### config.mk
export PLATFORM = sky130hd
export DESIGN_NAME = ram_arbiter
export DESIGN_NICKNAME = d
export VERILOG_FILES = /design/src/rtl/ram_pkg.sv /design/src/rtl/ram_align_chk.sv /design/src/rtl/ram_arbiter.sv
export SDC_FILE = /design/constraint.sdc
export NUM_CORES = 1
export LEC_CHECK = 0
export BUFFER_PORTS_ARGS = -buffer_cell sky130_fd_sc_hd__clkbuf_2
export CAP_MARGIN = 0
export CELL_PAD_IN_SITES_DETAIL_PLACEMENT = 1
export CELL_PAD_IN_SITES_GLOBAL_PLACEMENT = 1
export CORE_UTILIZATION = 30
export CTS_CLUSTER_SIZE = 20
export DETAILED_ROUTE_END_ITERATION = 16
export GPL_ROUTABILITY_DRIVEN = 0
export GPL_TIMING_DRIVEN = 0
export PLACE_DENSITY_LB_ADDON = 0.2
export SETUP_SLACK_MARGIN = 0.2
export SLEW_MARGIN = 15
export SYNTH_ARGS = -nofsm -noshare
export SYNTH_HDL_FRONTEND = slang
export SYNTH_SLANG_ARGS = --single-unit
### constraint.sdc
create_clock -name clk -period 1.3 [get_ports clk]
set_input_delay 0 -clock clk [delete_from_list [all_inputs] [get_ports clk]]
set_output_delay 0 -clock clk [all_outputs]
set_load 0.1 [all_outputs]
### src/rtl/ram_pkg.sv
// Shared types and constants for the data-RAM arbiter and its alignment checker.
package ram_pkg;

    localparam logic [1:0] MEM_BYTE    = 2'd0;
    localparam logic [1:0] MEM_HALF    = 2'd1;
    localparam logic [1:0] MEM_WORD    = 2'd2;
    localparam logic [1:0] MEM_ILLEGAL = 2'd3;

    typedef enum logic [1:0] {
        ST_IDLE,
        ST_RESP_IF,
        ST_RESP_D
    } state_e;

    typedef enum logic {
        OWN_IF,
        OWN_D
    } owner_e;

endpackage

### src/rtl/ram_align_chk.sv
// Flags data accesses that are misaligned for their size or use the reserved size code.
module ram_align_chk
    import ram_pkg::*;
(
    input  logic [1:0] mem_ctrl,
    input  logic [1:0] addr_lo,
    output logic       err
);

    always_comb begin
        unique case (mem_ctrl)
            MEM_BYTE: err = 1'b0;
            MEM_HALF: err = addr_lo[0];
            MEM_WORD: err = (addr_lo != 2'b00);
            default:  err = 1'b1;
        endcase
    end

endmodule

### src/rtl/ram_arbiter.sv
// Shares the single-port data RAM between instruction fetch and load/store, one grant per
// cycle, with a single-cycle response pulse for every grant.
module ram_arbiter
    import ram_pkg::*;
#(
    parameter int unsigned ADDR_W = 32,
    parameter int unsigned DATA_W = 32,
    parameter int unsigned FAIR   = 1
) (
    input  logic              clk,
    input  logic              rst_n,

    input  logic              if_req,
    input  logic [ADDR_W-1:0] if_addr,
    output logic              if_gnt,
    output logic              if_rvalid,
    output logic [DATA_W-1:0] if_rdata,

    input  logic              d_req,
    input  logic              d_we,
    input  logic [1:0]        d_mem_ctrl,
    input  logic [ADDR_W-1:0] d_addr,
    input  logic [DATA_W-1:0] d_wdata,
    output logic              d_gnt,
    output logic              d_rvalid,
    output logic [DATA_W-1:0] d_rdata,
    output logic              d_err,

    output logic              ram_we,
    output logic [1:0]        ram_mem_ctrl,
    output logic [ADDR_W-1:0] ram_address,
    output logic [DATA_W-1:0] ram_data_in,
    input  logic [DATA_W-1:0] ram_data_out
);

    state_e            state_q;
    owner_e            last_owner_q;
    logic              d_err_q;
    logic              d_store_q;
    logic [DATA_W-1:0] if_rdata_q;
    logic [DATA_W-1:0] d_rdata_q;
    logic [1:0]        ram_mem_ctrl_q;
    logic [ADDR_W-1:0] ram_address_q;
    logic [DATA_W-1:0] ram_data_in_q;

    logic              d_align_err;
    logic              d_wins;
    logic [ADDR_W-1:0] fetch_addr;

    ram_align_chk u_align_chk (
        .mem_ctrl (d_mem_ctrl),
        .addr_lo  (d_addr[1:0]),
        .err      (d_align_err)
    );

    // Fetches are always whole words; the low address bits are dropped.
    assign fetch_addr = if_addr & ~ADDR_W'(3);

    always_comb begin
        d_wins = d_req && (!if_req || (FAIR == 0) || (last_owner_q == OWN_IF));
        d_gnt  = rst_n && d_wins;
        if_gnt = rst_n && if_req && !d_wins;
    end

    // Illegal data accesses are consumed but must never reach the RAM as a write.
    always_comb begin
        ram_we       = d_gnt && d_we && !d_align_err;
        ram_mem_ctrl = ram_mem_ctrl_q;
        ram_address  = ram_address_q;
        ram_data_in  = ram_data_in_q;
        if (if_gnt) begin
            ram_mem_ctrl = MEM_WORD;
            ram_address  = fetch_addr;
        end else if (d_gnt) begin
            ram_mem_ctrl = d_mem_ctrl;
            ram_address  = d_addr;
            ram_data_in  = d_wdata;
        end
    end

    // Responses are gated by reset so a pending one is dropped the moment reset is seen.
    always_comb begin
        if_rvalid = rst_n && (state_q == ST_RESP_IF);
        d_rvalid  = rst_n && (state_q == ST_RESP_D);
        d_err     = d_rvalid && d_err_q;
        if (!rst_n) begin
            if_rdata = '0;
        end else if (if_rvalid) begin
            if_rdata = ram_data_out;
        end else begin
            if_rdata = if_rdata_q;
        end
        if (!rst_n) begin
            d_rdata = '0;
        end else if (d_rvalid) begin
            d_rdata = (d_err_q || d_store_q) ? '0 : ram_data_out;
        end else begin
            d_rdata = d_rdata_q;
        end
    end

    always_ff @(posedge clk) begin
        if (!rst_n) begin
            state_q        <= ST_IDLE;
            last_owner_q   <= OWN_IF;
            d_err_q        <= 1'b0;
            d_store_q      <= 1'b0;
            if_rdata_q     <= '0;
            d_rdata_q      <= '0;
            ram_mem_ctrl_q <= '0;
            ram_address_q  <= '0;
            ram_data_in_q  <= '0;
        end else begin
            if_rdata_q     <= if_rdata;
            d_rdata_q      <= d_rdata;
            ram_mem_ctrl_q <= ram_mem_ctrl;
            ram_address_q  <= ram_address;
            ram_data_in_q  <= ram_data_in;
            if (if_gnt) begin
                state_q      <= ST_RESP_IF;
                last_owner_q <= OWN_IF;
            end else if (d_gnt) begin
                state_q      <= ST_RESP_D;
                last_owner_q <= OWN_D;
                d_err_q      <= d_align_err;
                d_store_q    <= d_we;
            end else begin
                state_q <= ST_IDLE;
            end
        end
    end

endmodule

==> flow_summary.yaml, run 1 <==
outcome:
  status: "did not finish"
  haltStage: "4_1_cts"
  error_line: "[ERROR DPL-0033] detailed placement checks failed during check placement."
die:
  die_h_um: 146
  io_pins: 271
  start_util: 0.308
  rows: 52
  die_x_um: 146
synthesis:
  syn_inst: 793
  syn_area_um2: 6250
  avgSynthCellArea_um2: 7.88
  ys_types: 29
  yosysSeqAreaShare: 0.432
  yosysWarnings: 0
  ys_ff_latch: 135
  syn_nets: 928
clock_network:
  cts_setup_buffers: 56
  cts_root_buffer: "clkbuf_16"
  cts_hold_buf: 39
  clock-sinks: 135
  max-clock-path-buffers: 2
  htreeDepth: 4
  cts_buffers: 17
  cts_resized: 603
place:
  numPortBuffers: 268
  dp_hpwl_um: 19700
  dpl_cell_area_um2: 11000
  dp.cells: 1331
[cells by family after synthesis]
group	count (synthesis)	share of synthesized area
simple gates	341	0.235
mux	32	0.0576
flops	135	0.432
compound gates	206	0.218
buf+inv	79	0.0568
[per-stage QoR]
| stage | hold slack [ns] | utilization | worst slack, ns |
|---|---|---|---|
| 2_1_floorplan | 0.0872 | - | -0.657 |
| 3_3_place_gp | 0.240 | 0.542 | -0.885 |
| 3_5_place_dp | 0.248 | 0.542 | -0.936 |
[cells in the mapped netlist (all sizes together)]
cell | n | area share
o21ai | 37 | 0.030
mux2 | 32 | 0.058
o22ai | 1 | 0.0010
and2 | 1 | 0.0010
a21boi | 1 | 0.0012
nor3 | 30 | 0.024
a21oi | 104 | 0.083
inv | 5 | 0.0030
nand3b | 2 | 0.0024
buf | 28 | 0.026
dfxtp | 135 | 0.43
nand3 | 100 | 0.080
clkbuf | 44 | 0.026
a311oi | 30 | 0.069
or2 | 1 | 0.0010
nor2 | 1 | 0.00060
and3 | 1 | 0.0010
o21a | 1 | 0.0012
a21bo | 1 | 0.0016
a31oi | 31 | 0.031
clkinv | 2 | 0.0012
nand2 | 204 | 0.12
nor2b | 1 | 0.0010
==> run 2, diff against run 1 <==
--- a/config.mk
+++ b/config.mk
@@ -7,15 +7,11 @@
 export LEC_CHECK = 0
 export BUFFER_PORTS_ARGS = -buffer_cell sky130_fd_sc_hd__clkbuf_2
 export CAP_MARGIN = 0
-export CELL_PAD_IN_SITES_DETAIL_PLACEMENT = 1
-export CELL_PAD_IN_SITES_GLOBAL_PLACEMENT = 1
-export CORE_UTILIZATION = 30
-export CTS_CLUSTER_SIZE = 20
+export CORE_UTILIZATION = 35
 export DETAILED_ROUTE_END_ITERATION = 16
 export GPL_ROUTABILITY_DRIVEN = 0
 export GPL_TIMING_DRIVEN = 0
-export PLACE_DENSITY_LB_ADDON = 0.2
-export SETUP_SLACK_MARGIN = 0.2
+export PLACE_DENSITY_LB_ADDON = 0.15
 export SLEW_MARGIN = 15
 export SYNTH_ARGS = -nofsm -noshare
 export SYNTH_HDL_FRONTEND = slang
==> constraint.sdc (replaced) <==
create_clock -name clk -period 1.7 [get_ports clk]
set_input_delay 0 -clock clk [delete_from_list [all_inputs] [get_ports clk]]
set_output_delay 0 -clock clk [all_outputs]
set_load 0.1 [all_outputs]
==> run 2 against run 1 <==
Compared with the run above:
- the flow now finishes, with violations (setup timing)
- synthesized cell count unchanged
- synthesized area unchanged
==> flow_summary.yaml, run 2 <==
sta:
  fin_ws_ns: -0.495
  slew_viol_final: 0
  timing_worst_slew_pin_value_ns: 1.11
  rsz0062_at_grt: "true"
  final.period_utilization: 1.29
  period_minus_slack_ns: 2.20
  clock_skew_ns: 0.0113
  maxSlewHeadroom: 0.258
  holdWs_ns: 0.0125
  setup_viol: 142
  finalHoldViolCount: 0
  fmax_mhz: 456
clock_network:
  cts_root_buffer: "clkbuf_16"
  clk_latency_ns: 0.44
  htreeDepth: 4
  cts_tree: "yes"
  clkTransAtPathRegs_ns: 0.06
  clock-sinks: 135
  max-clock-path-buffers: 2
  cts_buffers: 17
final_layout:
  nNetsFinal: 1397
  layout_common_cells: "clkbuf_16, clkbuf_2, dfxtp_1"
  syn2layout_area_growth_pct: 159
  final_cell_area_um2: 16200
  stdcell_count: 1501
  drive_gt1_frac: 0.615
  final_common_cell: "clkbuf_16"
setup_path:
  critPathMostFrequentCell: "buf_12"
  critPathLaunchType: "register"
  crit_path_top_delay_cell: "dfxtp_2"
  r2r_cells: 8
  cp.arrival_ns: 2.20
  critPathMaxStageDelay_ns: 0.33
  cp_data_required_time_ns: 1.70
  cp_cell_sequence: "nand3b_1 > clkinv_4 > buf_12 > buf_12 > buf_6 > nand3_4 > a21oi_4 > clkbuf_16"
  cp-end-kind: "output port"
  crit_type: "register to output port"
  cp_max_fo: 7
pwr:
  p_leak_nw: 6.44
  peakVddDrop_uv: 678
  total_power_mw: 12.9
  p_per_area_nw_per_um2: 797
grt:
  grt_pass1_vias: 8750
  grt_pass1_wl_um: 49100
  track_usage: 0.353
  antenna_found_initial: 2
  grt-ovfl-total: 0
  grt_max_degree: 17
synthesis:
  synthMostInstantiatedCell: "nand2_1"
  syn_inst: 793
  async_flop_share: 0
  yosysTopAreaCellShare: 0.432
  synth_edf_count: 0
  synth_top_area_cell: "dfxtp_1"
  ys.flop_type: "dfxtp_1"
  syn_area_um2: 6250
  yosysSeqAreaShare: 0.432
  synthTopCellsByCount: "nand2_1, dfxtp_1, a21oi_1"
  syn_nets: 928
  ys_types: 29
  ys_ff_latch: 135
  avgSynthCellArea_um2: 7.88
  netlist_top_cells_area: "dfxtp_1, nand2_1, a21oi_1"
  yosysWarnings: 0
die:
  io_pins: 271
  die_x_um: 136
  rows: 48
  start_util: 0.360
  core_um2: 17400
  die-area_um2: 18400
  die_h_um: 136
drt:
  wl_um: 44000
  num_vias: 9307
  wl_per_cell_um: 29.3
  drc: 0
  drt_first_pass_iters: 5
  drtIter0Drc: 900
  vias_per_cell: 6.20
  drtAntennaViolNets: 0
run:
  maxCapViolations: 0
hold_path:
  holdPathStages: 3
  hold_class: "input pin to register"
place:
  dp.cells: 1286
  dpl_cell_area_um2: 8770
  numPortBuffers: 268
  pre_cts_ws_ns: -0.491
  dp_hpwl_um: 15700
outcome:
  status: "complete, but fails checks"
  violations: "setup timing"
## run 2: timing repair
item	in CTS	in global routing
endpoints found under the hold margin	133	1
hold buffers	107	1
gates resized for setup	715	290
pin swaps	63	82
endpoints found under the setup margin	146	172
setup buffers	33	27
cloned	12	12
## run 2: layer usage
metal / track usage / share of wire
met5: 0 / 0
met4: 0.217 / 0.077
met3: 0.111 / 0.10
met2: 0.633 / 0.49
met1: 0.355 / 0.33
## run 2: cells by family after synthesis
group | after synthesis | share of synthesized area
AOI/OAI and AO/OA | 206 | 0.218
buffers and inverters | 79 | 0.0568
DFF | 135 | 0.432
muxes | 32 | 0.0576
and+or+nand+nor | 341 | 0.235
## run 2: per-stage QoR
step                      TNS [ns]   util
after floorplan              -3.19      -
after global placement      -24.46  0.505
after detailed placement    -24.24  0.505
after CTS                   -16.23  0.847
after global routing        -32.68  0.933
final                       -29.34  0.933
## run 2: cell type report
| class | instances | area (um2) |
|---|---|---|
| timing repair buffer | 455 | 6060 |
| timing repair inverter | 1 | 8.76 |
| buffer | 66 | 778 |
| clock inverter | 13 | 196 |
| multi-input combinational | 579 | 5660 |
| clock buffer | 18 | 439 |
| sequential | 135 | 2710 |
| tap | 225 | 282 |
| antenna | 2 | 5.00 |
| inverter | 7 | 51.3 |
| fill | 479 | 1170 |
## run 2: report_power, final
| part | switching, mW | total, mW | leakage, nW | internal (mW) |
|---|---|---|---|---|
| Sequential | 0.127 | 3.46 | 1.11 | 3.33 |
| Combinational | 3.22 | 5.28 | 5.03 | 2.07 |
| Clock | 1.64 | 4.15 | 0.309 | 2.51 |
## run 2: final timing paths
| kind | startpoint | end | slack [ns] |
|---|---|---|---|
| hold / removal | if_addr[14] | ram_address_q[14] | 0.01 |
| hold reg to reg | ram_data_in_q[7] | ram_data_in_q[7] | 0.45 |
| setup reg to reg | state_q[0] | d_rdata_q[15] | -0.14 |
| setup / recovery | state_q[0] | d_rdata[15] | -0.50 |
## run 2: worst max-delay path, delay by kind of cell (launching register included)
family                 cells  cell delay [ns]
AOI/OAI and AO/OA          1             0.27
DFF                        1             0.33
and+or+nand+nor            2             0.34
buffers and inverters      5             0.81
(Power assumes the default switching activity.)
==> run 3, diff against run 2 <==
--- a/config.mk
+++ b/config.mk
@@ -11,7 +11,7 @@
 export DETAILED_ROUTE_END_ITERATION = 16
 export GPL_ROUTABILITY_DRIVEN = 0
 export GPL_TIMING_DRIVEN = 0
-export PLACE_DENSITY_LB_ADDON = 0.15
+export PLACE_DENSITY = 0.66
 export SLEW_MARGIN = 15
 export SYNTH_ARGS = -nofsm -noshare
 export SYNTH_HDL_FRONTEND = slang
==> constraint.sdc (replaced) <==
create_clock -name clk -period 2.2 [get_ports clk]
set_input_delay 0 -clock clk [delete_from_list [all_inputs] [get_ports clk]]
set_output_delay 0 -clock clk [all_outputs]
set_load 0.1 [all_outputs]
==> run 3 against run 2 <==
Compared with the run above:
- worst setup slack gained 0.56 ns
- final area shrank 35%
- largest power group is now clock
- the flow now finishes without violations
- sequential share of layout area grew 8.8 points
- utilization shrank 32 points
==> flow_summary.yaml, run 3 (synthesis results as in run 2) <==
place:
  pre_cts_ws_ns: 0.0463
  numPortBuffers: 268
  dp_hpwl_um: 15600
grt:
  grt_pass1_wl_um: 36300
  grt-ovfl-total: 0
  antenna_found_initial: 0
  grt_pass1_vias: 7333
  track_usage: 0.250
  grt_max_degree: 17
clock_network:
  clk_latency_ns: 0.41
  cts_buffers: 17
  cts_tree: "yes"
  max-clock-path-buffers: 2
  clock-sinks: 135
  cts_root_buffer: "clkbuf_16"
  clkTransAtPathRegs_ns: 0.06
  htreeDepth: 4
setup_path:
  cp-end-kind: "output port"
  critPathMaxStageDelay_ns: 0.41
  crit_family: "buffers and inverters"
  critPathMostFrequentCell: "buf_4"
  cp_data_required_time_ns: 2.20
  critPathLaunchType: "register"
  cp_cell_sequence: "a21boi_0 > buf_4 > nand2_4 > buf_4 > mux2_2 > clkbuf_4"
  cp.arrival_ns: 2.14
  worst-path-buf-inv: 3
  crit_type: "register to output port"
  crit_path_top_delay_cell: "dfxtp_1"
  cp_max_fo: 10
drt:
  top_layer: "met4"
  route.met3.wl_um: 1210
  drc: 0
  wl_per_cell_um: 16.4
  num_vias: 7523
  wl_um: 23600
  dr_wl_met2_um: 11600
  wl_met1_um: 9900
  drtAntennaViolNets: 0
  drt_first_pass_iters: 5
  drtIter0Drc: 514
  vias_per_cell: 5.23
final_layout:
  final_core_util: 0.611
  n_fill_cell: 1462
  drive_gt1_frac: 0.386
  syn2layout_area_growth_pct: 69.6
  nNetsFinal: 1335
  num_antenna_cells: 0
  final_common_cell: "nand2_1"
  layout_common_cells: "nand2_1, clkbuf_2, dfxtp_1"
sta:
  finalHoldViolCount: 0
  slew_viol_final: 0
  final.setup.tns_ns: 0
  clock_skew_ns: 0.00790
  timing_worst_slew_pin_value_ns: 1.17
  fmax_mhz: 468
  holdWs_ns: 0.00753
  setup_viol: 0
  final.period_utilization: 0.971
  fin_ws_ns: 0.0638
  maxSlewHeadroom: 0.218
  period_minus_slack_ns: 2.14
die:
  core_um2: 17400
  die_x_um: 136
  io_pins: 271
  rows: 48
  start_util: 0.360
  die-area_um2: 18400
  die_h_um: 136
hold_path:
  hold_class: "input pin to register"
pwr:
  p_per_area_nw_per_um2: 766
  peakVddDrop_uv: 590
  total_power_mw: 8.12
  p_leak_nw: 4.70
run:
  maxCapViolations: 0
outcome:
  status: "finished, final reports clean"
## run 3: cell types whose count changed in the layout (fill, tap and decap cells not counted), sizes merged
cell	change
clkinv	+1
diode	-2
buf	-57
clkbuf	-12
dlygate4sd3	+9
bufinv	-2
## run 3: final cells by class
cell class	instances	area [um2]	area share
inverter	7	26.3	0.00248
tap	225	282	0.0266
clock inverter	13	130	0.0123
sequential	135	2700	0.255
clock buffer	19	443	0.0418
multi-input combinational	579	3590	0.339
buffer	72	374	0.0353
timing repair buffer	388	3050	0.288
## run 3: per-layer routing
layer	GRT usage	up-vias
met2	0.426	294
met5	0	-
met3	0.0535	62
met4	0.102	0
met1	0.304	3542
li1	-	3625
## run 3: path summary, 6_finish.rpt
path	from	endpoint	slack, ns	cells after the start
setup reg to reg	last_owner_q	ram_address_q[8]	0.07	6
setup / recovery	last_owner_q	ram_data_in[16]	0.06	6
hold reg to reg	ram_data_in_q[25]	ram_data_in_q[25]	0.45	2
hold / removal	if_addr[24]	ram_address_q[24]	0.008	3
## run 3: stage by stage
step	instances	instance area, um2
after global placement	1286	8270
after CTS	1435	10500
after floorplan	793	6650
after detailed placement	1286	8270
after global routing	1438	10600
final	1438	10600
## run 3: tightest hold or removal path: cells and delay by family
family | cells | cell delay (ns)
compound gates | 1 | 0.23
buf+inv | 1 | 0.08
simple gates | 1 | 0.06
## run 3: report_power, final
group | total (mW) | internal (mW) | switching, mW
combinational | 2.70 | 0.766 | 1.94
clock | 2.80 | 1.69 | 1.11
sequential | 2.62 | 2.57 | 0.0446
total | 8.12 | 5.03 | 3.09
## run 3: repair_timing
action                                 in CTS  in global routing
hold buffers                              117                  0
setup endpoints to repair                 121                136
setup buffers                               0                  3
endpoints found under the hold margin     133                  0
pin swaps                                   0                  1
resized for setup                         156                 84
